## config.mk

```make
export PLATFORM = sky130hd
export DESIGN_NAME = reg_bank_issue_ctrl
export DESIGN_NICKNAME = d
export VERILOG_FILES = /design/src/rtl/isa_pkg.sv /design/src/rtl/issue_op_decode.sv /design/src/rtl/reg_bank_issue_ctrl.sv
export SDC_FILE = /design/constraint.sdc
export NUM_CORES = 1
export LEC_CHECK = 0
export ABC_AREA = 0
export CORE_MARGIN = 8
export CORE_UTILIZATION = 33
export CTS_BUF_LIST = sky130_fd_sc_hd__clkbuf_16
export CTS_CLUSTER_SIZE = 14
export DETAILED_ROUTE_END_ITERATION = 16
export DONT_BUFFER_PORTS = 1
export PLACE_DENSITY = 0.48
export REMOVE_ABC_BUFFERS = 1
export SKIP_CTS_REPAIR_TIMING = 1
export SLEW_MARGIN = 20
export SYNTH_ARGS = -nofsm -noshare
export SYNTH_HDL_FRONTEND = slang
export SYNTH_SLANG_ARGS = --single-unit
```

## constraint.sdc

```tcl
create_clock -name clock -period 3.05 [get_ports clock]
set_input_delay 0.305 -clock clock [delete_from_list [all_inputs] [get_ports clock]]
set_output_delay 0.305 -clock clock [all_outputs]
set_load 0.05 [all_outputs]
```

## src/rtl/isa_pkg.sv

```systemverilog
// Shared ISA definitions for the register-bank issue controller: opcodes,
// instruction field positions and the issue FSM state encoding.
package isa_pkg;

   localparam logic [5:0] OP_NOP = 6'h00;
   localparam logic [5:0] OP_RR  = 6'h01;
   localparam logic [5:0] OP_MOV = 6'h02;
   localparam logic [5:0] OP_LDI = 6'h03;
   localparam logic [5:0] OP_RD  = 6'h04;

   // imm overlaps rt/rd; LDI simply reuses the low 20 bits of the word.
   localparam int OP_MSB  = 31;
   localparam int OP_LSB  = 26;
   localparam int RS_MSB  = 25;
   localparam int RS_LSB  = 21;
   localparam int RT_MSB  = 20;
   localparam int RT_LSB  = 16;
   localparam int RD_MSB  = 15;
   localparam int RD_LSB  = 11;
   localparam int IMM_MSB = 19;
   localparam int IMM_LSB = 0;
   localparam int IMM_W   = 20;

   typedef enum logic [2:0] {
      ST_IDLE   = 3'd0,
      ST_DECODE = 3'd1,
      ST_READ   = 3'd2,
      ST_EXEC   = 3'd3,
      ST_WB     = 3'd4,
      ST_MOVE   = 3'd5,
      ST_LDIMM  = 3'd6,
      ST_RSVD   = 3'd7
   } state_t;

endpackage

```

## src/rtl/issue_op_decode.sv

```systemverilog
// Classifies an opcode into the state that follows DECODE and flags
// opcodes that have no defined behaviour.
module issue_op_decode
   import isa_pkg::*;
(
   input  logic [5:0] i_op,
   output logic [2:0] o_next_state,
   output logic       o_illegal
);

   always_comb begin
      o_next_state = ST_IDLE;
      o_illegal    = 1'b0;
      case (i_op)
         OP_NOP: o_next_state = ST_IDLE;
         OP_RR:  o_next_state = ST_READ;
         OP_MOV: o_next_state = ST_MOVE;
         OP_LDI: o_next_state = ST_LDIMM;
         OP_RD:  o_next_state = ST_READ;
         default: begin
            o_next_state = ST_IDLE;
            o_illegal    = 1'b1;
         end
      endcase
   end

endmodule

```

## src/rtl/reg_bank_issue_ctrl.sv

```systemverilog
// Decode-and-issue controller in front of the register bank: accepts one
// instruction at a time and sequences bank strobes plus the external ALU.
module reg_bank_issue_ctrl
   import isa_pkg::*;
#(
   parameter int word_size        = 32,
   parameter int reg_address_size = 5,
   parameter int alu_timeout      = 15,
   parameter int count_size       = 16
) (
   input  logic                        clock,
   input  logic                        reset,
   input  logic [31:0]                 instr_in,
   input  logic                        instr_valid,
   output logic                        instr_ready,
   output logic [reg_address_size-1:0] rs_address,
   output logic [reg_address_size-1:0] rt_address,
   output logic [reg_address_size-1:0] rd_address,
   output logic [word_size-1:0]        data_out,
   output logic                        load,
   output logic                        store,
   output logic                        load_reg_i,
   output logic                        load_rd_i,
   output logic                        alu_start,
   input  logic [word_size-1:0]        alu_result,
   input  logic                        alu_done,
   output logic                        busy,
   output logic                        illegal_op,
   output logic [count_size-1:0]       retired,
   output logic [2:0]                  state_dbg
);

   localparam int                    TW       = $clog2(alu_timeout + 1);
   localparam logic [TW-1:0]         TMO_LAST = TW'(alu_timeout - 1);
   localparam logic [TW-1:0]         TMO_ONE  = TW'(1);
   localparam logic [count_size-1:0] CNT_ONE  = count_size'(1);

   state_t        r_state;
   logic [5:0]    r_op;
   logic [TW-1:0] r_tmo;
   logic [2:0]    w_next_raw;
   state_t        w_next;
   logic          w_illegal;

   issue_op_decode u_decode (
      .i_op         (r_op),
      .o_next_state (w_next_raw),
      .o_illegal    (w_illegal)
   );

   assign w_next    = state_t'(w_next_raw);
   assign state_dbg = r_state;

   // Handshake: an instruction transfers on a rising edge where instr_valid
   // and instr_ready are both high; instr_ready is high only while in IDLE.
   always_ff @(posedge clock or negedge reset) begin
      if (!reset) begin
         r_state     <= ST_IDLE;
         r_op        <= OP_NOP;
         r_tmo       <= '0;
         instr_ready <= 1'b1;
         busy        <= 1'b0;
         rs_address  <= '0;
         rt_address  <= '0;
         rd_address  <= '0;
         data_out    <= '0;
         load        <= 1'b0;
         store       <= 1'b0;
         load_reg_i  <= 1'b0;
         load_rd_i   <= 1'b0;
         alu_start   <= 1'b0;
         illegal_op  <= 1'b0;
         retired     <= '0;
      end else begin
         load       <= 1'b0;
         store      <= 1'b0;
         load_reg_i <= 1'b0;
         load_rd_i  <= 1'b0;
         alu_start  <= 1'b0;
         case (r_state)
            ST_IDLE: begin
               if (instr_valid && instr_ready) begin
                  r_op        <= instr_in[OP_MSB:OP_LSB];
                  rs_address  <= instr_in[RS_MSB:RS_LSB];
                  rt_address  <= instr_in[RT_MSB:RT_LSB];
                  rd_address  <= instr_in[RD_MSB:RD_LSB];
                  // Loaded at accept so the bank sees it stable from DECODE on.
                  if (instr_in[OP_MSB:OP_LSB] == OP_LDI)
                     data_out <= {{(word_size-IMM_W){1'b0}}, instr_in[IMM_MSB:IMM_LSB]};
                  instr_ready <= 1'b0;
                  busy        <= 1'b1;
                  r_state     <= ST_DECODE;
               end
            end
            ST_DECODE: begin
               r_state <= w_next;
               case (w_next)
                  ST_READ:  load       <= 1'b1;
                  ST_MOVE:  load_reg_i <= 1'b1;
                  ST_LDIMM: load_rd_i  <= 1'b1;
                  default: begin
                     instr_ready <= 1'b1;
                     busy        <= 1'b0;
                     if (w_illegal) illegal_op <= 1'b1;
                     else           retired    <= retired + CNT_ONE;
                  end
               endcase
            end
            ST_READ: begin
               if (r_op == OP_RR) begin
                  alu_start <= 1'b1;
                  r_tmo     <= '0;
                  r_state   <= ST_EXEC;
               end else begin
                  instr_ready <= 1'b1;
                  busy        <= 1'b0;
                  retired     <= retired + CNT_ONE;
                  r_state     <= ST_IDLE;
               end
            end
            ST_EXEC: begin
               // A result arriving on the last allowed cycle still wins.
               if (alu_done) begin
                  data_out <= alu_result;
                  store    <= 1'b1;
                  r_state  <= ST_WB;
               end else if (r_tmo == TMO_LAST) begin
                  illegal_op  <= 1'b1;
                  instr_ready <= 1'b1;
                  busy        <= 1'b0;
                  r_state     <= ST_IDLE;
               end else begin
                  r_tmo <= r_tmo + TMO_ONE;
               end
            end
            ST_WB, ST_MOVE, ST_LDIMM: begin
               instr_ready <= 1'b1;
               busy        <= 1'b0;
               retired     <= retired + CNT_ONE;
               r_state     <= ST_IDLE;
            end
            default: begin
               instr_ready <= 1'b1;
               busy        <= 1'b0;
               r_state     <= ST_IDLE;
            end
         endcase
      end
   end

endmodule

```

==> results by group, run 1 <==
Placement
  – Port bufs: 0
  – Placed standard-cell area: 3780 um^2
  – Detail Placement HPWL: between 6000 and 7000 um
  – Final estimated routing congestion in global placement: 0.755

Routing
  – DRC violations left: 0
  – Avg Vias per Cell: about 5.1
  – 1st-pass router iterations: 4
  – Detail-routed net length per standard cell: 18.6 um
  – Iteration-0 DRC Markers: 128
  – Total wire length: about 9200 um
  – Count of antenna-violating nets left after detailed routing: 0
  – Via total after detailed routing: between 2,000 and 3,000

Timing
  – Final-report setup violation count: 0
  – Crit share post-route: between 80% and 90%
  – Slew at the pin closest to its max-slew limit: roughly 0.71 ns
  – Post-layout min period: roughly 2.5 ns
  – Clock skew: between 0.006 and 0.007 ns
  – Setup repair after global routing missed its margin: false
  – Final-layout setup total negative slack: 0 ns
  – Max-slew headroom at the worst pin: a little over half
  – Final-report hold violation count: 0
  – Number of max-slew violations in the final report: 0
  – Achievable frequency: about 0.41 GHz

Global routing
  – Antenna violations before repair: 0
  – Via count of the first global-routing pass: 2,546
  – Largest net degree at the start of global routing: 85
  – First-pass GRT wire length: roughly 14,000 um
  – Leftover overflow at the end of global routing: 0
  – Global routing usage summed across all routing layers: 12.6%

Flow run
  – Max cap viols: 0

Yosys
  – Number of instances in the synthesized netlist: roughly 350
  – Proportion of netlist area held by the largest area contributor: a little under three fifths
  – Part of the Yosys area used for sequential elements: about 57%
  – Dominant combinational cell family by area after synthesis: simple AND/OR/NAND/NOR gates
  – Synth cell types: 41
  – Most frequently used flop master after synthesis: sky130_fd_sc_hd__dfrtp_1
  – Multiplexer share of the synthesized area: approximately 6.2%
  – Flip-flop and latch count after synthesis: 84
  – Mapped Area: around 3700 um^2
  – Post-synthesis async set-or-reset flop share: 100%
  – Total of warnings raised by yosys: 0
  – Area share of and/or/nand/nor cells after synthesis: around a fifth
  – Count of flip-flops with a built-in enable after synthesis: 0
  – Arithmetic-cell share of the synthesized area counting full adders, half adders and majority gates: 1.03%
  – Most common cell in the netlist: sky130_fd_sc_hd__dfrtp_1
  – Share of the synthesized area in compound gates (AO/OA/AOI/OAI): around 6.4%
  – Xor/xnor cell area share of the yosys netlist: 4.31%
  – Synth cell count leaders: sky130_fd_sc_hd__dfrtp_1 (83), sky130_fd_sc_hd__nand2_1 (79), sky130_fd_sc_hd__nor2_1 (26)
  – Average cell area after synthesis: slightly above 10 um^2
  – Area leader, netlist: sky130_fd_sc_hd__dfrtp_1
  – Top cells by area in the synthesized netlist: sky130_fd_sc_hd__dfrtp_1 (57%), sky130_fd_sc_hd__nand2_1 (8.1%), sky130_fd_sc_hd__mux2_2 (6.2%)

Clocking
  – Reg clk slew, reported paths: ~0.06 ns
  – Clock tree sinks: 84
  – Clock root cell: sky130_fd_sc_hd__clkbuf_16
  – Buffer depth of the longest clock path: 2
  – Number of buffers inserted during clock tree synthesis: 9
  – Source-to-sink clock delay at the later pin of the worst-skew pair: 0.33 ns
  – Total number of H-tree levels: 3
  – TritonCTS clock tree: yes

Run status
  – Status: finished clean

Die
  – Horiz. Die Dim: around 120 um
  – Overall die area: between 10,000 and 15,000 um^2
  – Number of rows created at floorplan: 38
  – Initial cell density of the core: between 30% and 40%
  – Chip height: 121 um
  – Area of the core region: roughly 11,000 um^2
  – Ports placed on the boundary: about 140

Worst setup path
  – Data required time of the critical path: approximately 3.3 ns
  – Crit Path Category: flip-flop to flip-flop
  – Crit start category: flip-flop
  – Largest delay contributor family on the critical path: simple AND/OR/NAND/NOR gates
  – Biggest cell delay along the critical path: about 0.79 ns
  – Buf/Inv on CP: 1
  – Cells along the critical path: and3b_2 > nand2_1 > a21oi_4 > buf_4 > nor2_1 > a31oi_1
  – Slowest cell on the critical path: sky130_fd_sc_hd__dfrtp_1
  – Sort of element at the end of the critical path: flip-flop
  – Crit-path max FO: 52
  – Data arrival, critical path: approximately 2.7 ns

Final layout
  – Fraction of final layout cells sized beyond drive strength 1: 13.2%
  – Antenna fix cells: 0
  – Core utilization of the finished layout: 37.7%
  – Signed area change from the synthesized netlist to the final layout: 11.6%
  – Post-route cell area: 4080 um^2
  – Layout net count: 421
  – Filler cell count: about 1,100

Pwr
  – Max rail drop VDD: around 0.54 mV
  – Combinational group share of total power: 18.0%
  – Clock power share: between 20% and 30%
  – Sequential Power Share: between 60% and 70%
  – Internal power contribution: about 2.4 mW
  – Switch share: between 40% and 50%
  – LEAKAGE: about 1.9 nW
  – Power density relative to cell area: approximately 1100 nW/um^2
  – Power dissipated by switching net loads: 2.23 mW

Hold path
  – Kind of path behind the tightest hold check: primary input to flip-flop
[state kept, by name, summed over array words and instances, names as in the netlist, 3 cells and up]
name        flops
r_op            6
r_tmo           4
retired        16
rt_address      5
rd_address      5
state_dbg       3
data_out       32
rs_address      5
[per-stage QoR]
stage               instances  power [mW]  hold slack (ns)  setup WS, ns
floorplan                 331        3.38          0.00941        0.0440
global placement          477        3.65           0.0118         0.616
detailed placement        477        3.68           0.0120         0.574
CTS                       493        4.67           -0.360         0.561
global route              495        4.90           0.0795         0.346
finish                    495        4.62           0.0900         0.584
[area by class of cell]
class                           count  area (um^2)  area share [%]
Clock inverter                      7         35.0           0.858
Multi-Input combinational cell    241         1440            35.2
Tap cell                          140          175            4.29
Sequential cell                    84         2100            51.5
Clock buffer                        9          225            5.52
Inverter                            6         22.5           0.552
Timing Repair Buffer                8         82.6            2.02
[routing by layer]
layer	part of all wire [%]	wire length, um	vias to the layer above	global-route usage (%)
met2	48	4430	106	19.4
met3	11	1020	12	5.58
met5	0	0	-	0
met1	39	3590	1209	14.6
li1	-	-	1207	-
met4	1.8	169	0	6.01
[cell families after synthesis]
group	count (synthesis)
muxes	20
AOI/OAI and AO/OA	36
adders and majority gates	3
DFF	84
xor gates and xnor gates	18
and+or+nand+nor	164
buffers and inverters	27
[worst paths after layout]
kind	startpoint	endpoint	slack, ns	cells past startpoint
worst max-delay path	state_dbg[1]	data_out[6]	0.58	6
worst min-delay path	instr_in[28]	r_op[2]	0.09	2
worst max register to register	state_dbg[1]	data_out[6]	0.58	6
worst min register to register	r_op[4]	r_op[4]	0.55	1
max in group asynchronous	reset	instr_ready	2.13	2
min in group asynchronous	reset	retired[5]	0.55	2
[placed cells by master (no fill, tap or decap), types with 2 or more instances in the layout]
cell type,instances
sky130_fd_sc_hd__clkinv_2,3
sky130_fd_sc_hd__a31oi_1,20
sky130_fd_sc_hd__ha_1,3
sky130_fd_sc_hd__inv_1,7
sky130_fd_sc_hd__nor4_1,2
sky130_fd_sc_hd__and3_1,7
sky130_fd_sc_hd__a21oi_1,4
sky130_fd_sc_hd__xor2_1,4
sky130_fd_sc_hd__and2_1,3
sky130_fd_sc_hd__clkbuf_16,9
sky130_fd_sc_hd__nand4_1,11
sky130_fd_sc_hd__buf_4,6
sky130_fd_sc_hd__nand3_1,18
sky130_fd_sc_hd__nor2_1,26
sky130_fd_sc_hd__dfrtp_1,83
sky130_fd_sc_hd__o21ai_0,4
sky130_fd_sc_hd__nor3_1,6
sky130_fd_sc_hd__and4_1,3
sky130_fd_sc_hd__mux2_2,20
sky130_fd_sc_hd__nand2_1,79
sky130_fd_sc_hd__xnor2_1,14
sky130_fd_sc_hd__clkinv_1,2
[power groups by stage]
stage	logic (mW)	registers [mW]	clock network (mW)
after global placement	0.798	2.85	0
after detailed placement	0.821	2.86	0
after floorplan	0.623	2.76	0
final	0.833	2.82	0.965
after CTS	0.822	2.84	1.01
after global routing	0.955	2.88	1.06
Note: power is estimated with default switching activity, not from simulation.
==> inputs of run 2 (changes only) <==
- PLACE_DENSITY: 0.48 -> 0.49
- clock period: 3.05 -> 2.02 ns (I/O delays scaled with it)
==> results by group, run 2 (synthesis gave the netlist of run 1 again) <==
Worst setup path
  – Crit start category: flip-flop
  – Data arrival, critical path: between 2 and 2.5 ns
  – Data required time of the critical path: 2.24 ns
  – Sort of element at the end of the critical path: flip-flop
  – Crit-path max FO: 16
  – Depth of the worst register-to-register path: 5
  – Crit Path Category: flip-flop to flip-flop

Routing
  – Detail-routed net length per standard cell: 18.0 um
  – DRC violations left: 0
  – Avg Vias per Cell: slightly above 5
  – Count of antenna-violating nets left after detailed routing: 0
  – Total wire length: ~9400 um
  – 1st-pass router iterations: 6
  – Via total after detailed routing: around 2,600
  – Iteration-0 DRC Markers: 157

Die
  – Chip height: about 120 um
  – Number of rows created at floorplan: 38
  – Area of the core region: roughly 11,000 um^2
  – Initial cell density of the core: 33.7%
  – Ports placed on the boundary: approximately 140
  – Horiz. Die Dim: between 100 and 150 um
  – Overall die area: between 10,000 and 15,000 um^2

Hold path
  – Kind of path behind the tightest hold check: primary input to async pin

Timing
  – Post-layout min period: ~1.9 ns
  – Setup repair after global routing missed its margin: false
  – Crit share post-route: 94.8%
  – Min setup slack post-route: 0.106 ns
  – Final-report setup violation count: 0
  – Smallest hold slack: -0.437 ns
  – Clock skew: 0.00427 ns
  – Final-layout setup total negative slack: 0 ns
  – Slew at the pin closest to its max-slew limit: 0.526 ns
  – Achievable frequency: between 0.5 and 0.6 GHz
  – Final-report hold violation count: 84
  – Number of max-slew violations in the final report: 0
  – Max-slew headroom at the worst pin: 65.0%

Clocking
  – Reg clk slew, reported paths: approximately 0.06 ns
  – Clock root cell: sky130_fd_sc_hd__clkbuf_16
  – Source-to-sink clock delay at the later pin of the worst-skew pair: around 0.33 ns
  – TritonCTS clock tree: yes
  – Total number of H-tree levels: 3
  – Clock tree sinks: 84
  – Buffer depth of the longest clock path: 2
  – Number of buffers inserted during clock tree synthesis: 9

Final layout
  – Most common cell after layout, fill and taps aside: sky130_fd_sc_hd__dfrtp_1
  – Most frequent cells in the layout: sky130_fd_sc_hd__dfrtp_1 (83), sky130_fd_sc_hd__nand2_1 (79), sky130_fd_sc_hd__nor2_1 (26)
  – Layout net count: 452
  – Largest registers: data_out: 32 flops, retired: 16 flops, r_op: 6 flops
  – Top register by number of flip-flops: data_out
  – Signed area change from the synthesized netlist to the final layout: 19.5%
  – Antenna fix cells: 0
  – Fraction of final layout cells sized beyond drive strength 1: 17.9%
  – Max FFs per register: 32

Global routing
  – Global routing usage summed across all routing layers: around an eighth
  – Antenna violations before repair: 0
  – Via count of the first global-routing pass: between 2,000 and 3,000
  – Leftover overflow at the end of global routing: 0
  – Largest net degree at the start of global routing: 85
  – First-pass GRT wire length: between 15,000 and 20,000 um

Placement
  – Post-place setup slack: -0.0925 ns
  – Final estimated routing congestion in global placement: around 0.72
  – Port bufs: 0
  – Detail Placement HPWL: 6740 um

Run status
  – Status: complete, but fails checks
  – Violations in the final reports: negative hold slack

Pwr
  – Max rail drop VDD: between 0.9 and 1 mV
  – Total power: a little over 7 mW
  – Power density relative to cell area: 1630 nW/um^2
  – LEAKAGE: 2.01 nW

Flow run
  – Max cap viols: 0
## run 2: cell type report
cell class,instances,area (um^2)
Sequential cell,84,2100
Multi-Input combinational cell,241,1460
Fill cell,1069,6470
Clock inverter,6,25.0
Clock buffer,9,225
Tap cell,140,175
Timing Repair Buffer,39,362
Inverter,6,22.5
## run 2: power by group
group	switching [mW]	internal, mW	total, mW
logic	0.934	0.758	1.69
clock network	0.613	0.803	1.42
registers	1.81	2.21	4.02
total	3.36	3.77	7.13
## run 2: final timing paths
path                               from          end  slack (ns)
setup / recovery           state_dbg[2]   retired[1]        0.11
hold / removal                    reset  retired[11]       -0.44
setup reg to reg           state_dbg[2]   retired[1]        0.11
hold reg to reg             instr_ready  instr_ready        0.48
max in group asynchronous         reset  instr_ready        2.26
min in group clock          instr_valid  instr_ready           0
## run 2: worst max-delay path: stages, from the launching register on
cell,delay (ns)
sky130_fd_sc_hd__dfrtp_1,0.52
sky130_fd_sc_hd__nor3b_1,0.15
sky130_fd_sc_hd__o2111a_2,0.30
sky130_fd_sc_hd__nor4b_4,0.32
sky130_fd_sc_hd__buf_12,0.18
sky130_fd_sc_hd__mux2_2,0.33
## run 2: layer usage
layer | up-vias | track usage, % | share of wire, %
li1 | 1271 | - | -
met1 | 1271 | 14.7 | 40
met2 | 88 | 20.6 | 47
met3 | 12 | 6.28 | 11
met4 | 0 | 5.55 | 1.8
met5 | - | 0 | 0
## run 2: per-stage QoR
step / area [um^2] / instances / util, %
3_3_place_gp: 3990 / 499 / 36.8
4_1_cts: 4240 / 514 / 39.1
2_1_floorplan: 3560 / 331 / -
6_report: 4370 / 525 / 40.3
5_1_grt: 4370 / 525 / 40.3
3_5_place_dp: 3990 / 499 / 36.8
==> inputs of run 3 (changes only) <==
--- a/config.mk
+++ b/config.mk
@@ -13,5 +13,5 @@
 export DETAILED_ROUTE_END_ITERATION = 16
 export DONT_BUFFER_PORTS = 1
-export PLACE_DENSITY = 0.49
+export PLACE_DENSITY = 0.48
 export REMOVE_ABC_BUFFERS = 1
 export SKIP_CTS_REPAIR_TIMING = 1
==> constraint.sdc (replaced) <==
create_clock -name clock -period 2.1 [get_ports clock]
set_input_delay 0.21 -clock clock [delete_from_list [all_inputs] [get_ports clock]]
set_output_delay 0.21 -clock clock [all_outputs]
set_load 0.01 [all_outputs]
==> results by group, run 3 (synthesis gave the netlist of run 1 again) <==
Clocking
  – Total number of H-tree levels: 3
  – Source-to-sink clock delay at the later pin of the worst-skew pair: approximately 0.34 ns
  – Number of buffers inserted during clock tree synthesis: 9
  – Clock root cell: sky130_fd_sc_hd__clkbuf_16
  – TritonCTS clock tree: yes
  – Clock tree sinks: 84
  – Buffer depth of the longest clock path: 2
  – Reg clk slew, reported paths: ~0.06 ns

Final layout
  – Area occupied by multi-input gates: 1450 um^2
  – Area occupied by registers: around 2100 um^2
  – Fraction of final layout cells sized beyond drive strength 1: about 14%
  – Signed area change from the synthesized netlist to the final layout: 13.6%
  – Antenna fix cells: 0
  – Top register by number of flip-flops: data_out
  – Largest registers: data_out: 32 flops, retired: 16 flops, r_op: 6 flops
  – Most frequent cells in the layout: sky130_fd_sc_hd__dfrtp_1 (83), sky130_fd_sc_hd__nand2_1 (79), sky130_fd_sc_hd__nor2_1 (26)
  – Most common cell after layout, fill and taps aside: sky130_fd_sc_hd__dfrtp_1
  – Layout net count: 429
  – Filler cell count: 1,088
  – Core utilization of the finished layout: 38.3%
  – Max FFs per register: 32

Worst setup path
  – Slowest cell on the critical path: sky130_fd_sc_hd__dfrtp_1
  – Sort of element at the end of the critical path: flip-flop
  – Crit start category: flip-flop
  – Cells along the critical path: nor4b_1 > o2111a_2 > nor4b_4 > buf_6 > nand4_1 > xnor2_1
  – Crit-path max FO: 14
  – Biggest cell delay along the critical path: ~0.48 ns
  – Crit Path Category: flip-flop to flip-flop
  – Largest delay contributor family on the critical path: simple AND/OR/NAND/NOR gates
  – Data arrival, critical path: approximately 2.2 ns
  – Buf/Inv on CP: 1
  – Data required time of the critical path: approximately 2.3 ns

Global routing
  – Leftover overflow at the end of global routing: 0
  – First-pass GRT wire length: around 15,000 um
  – Antenna violations before repair: 0
  – Global-route met3 utilization: roughly 5.5%
  – Met2 global-route usage: around a fifth
  – Layer carrying the most global-route usage: met2
  – Met1 capacity usage during global routing: ~15%
  – Via count of the first global-routing pass: 2,621
  – Largest net degree at the start of global routing: 85
  – Global routing usage summed across all routing layers: about an eighth

Routing
  – Total wire length: around 9400 um
  – Avg Vias per Cell: between 5 and 6
  – Count of antenna-violating nets left after detailed routing: 0
  – Via total after detailed routing: about 2,500
  – 1st-pass router iterations: 6
  – DRC violations left: 0
  – Iteration-0 DRC Markers: about 130
  – Detail-routed net length per standard cell: between 15 and 20 um

Timing
  – Min setup slack post-route: ~0.14 ns
  – Final-report setup violation count: 0
  – Final-report hold violation count: 85
  – Slew at the pin closest to its max-slew limit: between 0.5 and 0.6 ns
  – Smallest hold slack: -0.434 ns
  – Crit share post-route: between 90% and 100%
  – Number of max-slew violations in the final report: 0
  – Final-layout setup total negative slack: 0 ns
  – Post-layout min period: roughly 2 ns
  – Setup repair after global routing missed its margin: false
  – Clock skew: ~0.005 ns
  – Max-slew headroom at the worst pin: 66.4%
  – Achievable frequency: around 0.51 GHz

Die
  – Overall die area: about 15,000 um^2
  – Chip height: ~120 um
  – Number of rows created at floorplan: 38
  – Ports placed on the boundary: between 100 and 150
  – Area of the core region: 10,800 um^2
  – Initial cell density of the core: 33.7%
  – Horiz. Die Dim: roughly 120 um

Placement
  – Port bufs: 0
  – Detail Placement HPWL: 6600 um
  – Final estimated routing congestion in global placement: 0.771
  – Post-place setup slack: 0.122 ns

Flow run
  – Max cap viols: 0

Run status
  – Violations in the final reports: negative hold slack
  – Status: complete, but fails checks

Pwr
  – Total power: approximately 5.5 mW
  – Max rail drop VDD: between 0.5 and 0.6 mV
  – Power density relative to cell area: 1310 nW/um^2
  – LEAKAGE: between 1.5 and 2 nW

Hold path
  – Kind of path behind the tightest hold check: primary input to async pin
==> run 3: where the power goes <==
| part | internal [mW] | switching (mW) | total [mW] |
|---|---|---|---|
| registers | 2.15 | 0.688 | 2.84 |
| logic | 0.632 | 0.601 | 1.23 |
| clock network | 0.774 | 0.613 | 1.39 |
| total | 3.55 | 1.90 | 5.46 |
==> run 3: worst reg2reg max path, delay by kind of cell, from the launching register on <==
kind / cells / cell delay, ns
AND/OR/NAND/NOR: 3 / 0.69
flip-flops: 1 / 0.48
AO/OA/AOI/OAI: 1 / 0.31
XOR/XNOR: 1 / 0.16
buffers and inverters: 1 / 0.21
==> run 3: metrics by stage <==
| stage | cells | instance area (um^2) |
|---|---|---|
| 3_3_place_gp | 482 | 3830 |
| 2_1_floorplan | 331 | 3560 |
| 5_1_grt | 503 | 4160 |
| 6_report | 503 | 4160 |
| 4_1_cts | 498 | 4090 |
| 3_5_place_dp | 482 | 3830 |
==> run 3: path summary, 6_finish.rpt <==
| check | start | end | slack [ns] | cells after the start |
|---|---|---|---|---|
| max | state_dbg[1] | retired[14] | 0.14 | 6 |
| min | reset | retired[12] | -0.43 | 0 |
| max reg2reg | state_dbg[1] | retired[14] | 0.14 | 6 |
| min reg2reg | instr_ready | instr_ready | 0.52 | 2 |
| max in group asynchronous | reset | instr_ready | 2.33 | 0 |
| min in group clock | alu_result[29] | data_out[29] | 0 | 2 |
==> run 3: routing by layer <==
metal	part of all wire, %	vias to the layer above
met5	0	-
met4	2.0	0
met3	11	12
met2	47	105
met1	40	1209
li1	-	1221
==> run 3: cell type report <==
cell class                 count  share of cell area [%]
inverter                       6                   0.542
timing repair buffer          16                    3.58
clock inverter                 7                   0.662
sequential                    84                    50.6
clock buffer                   9                    5.42
tap                          140                    4.22
multi-input combinational    241                    35.0
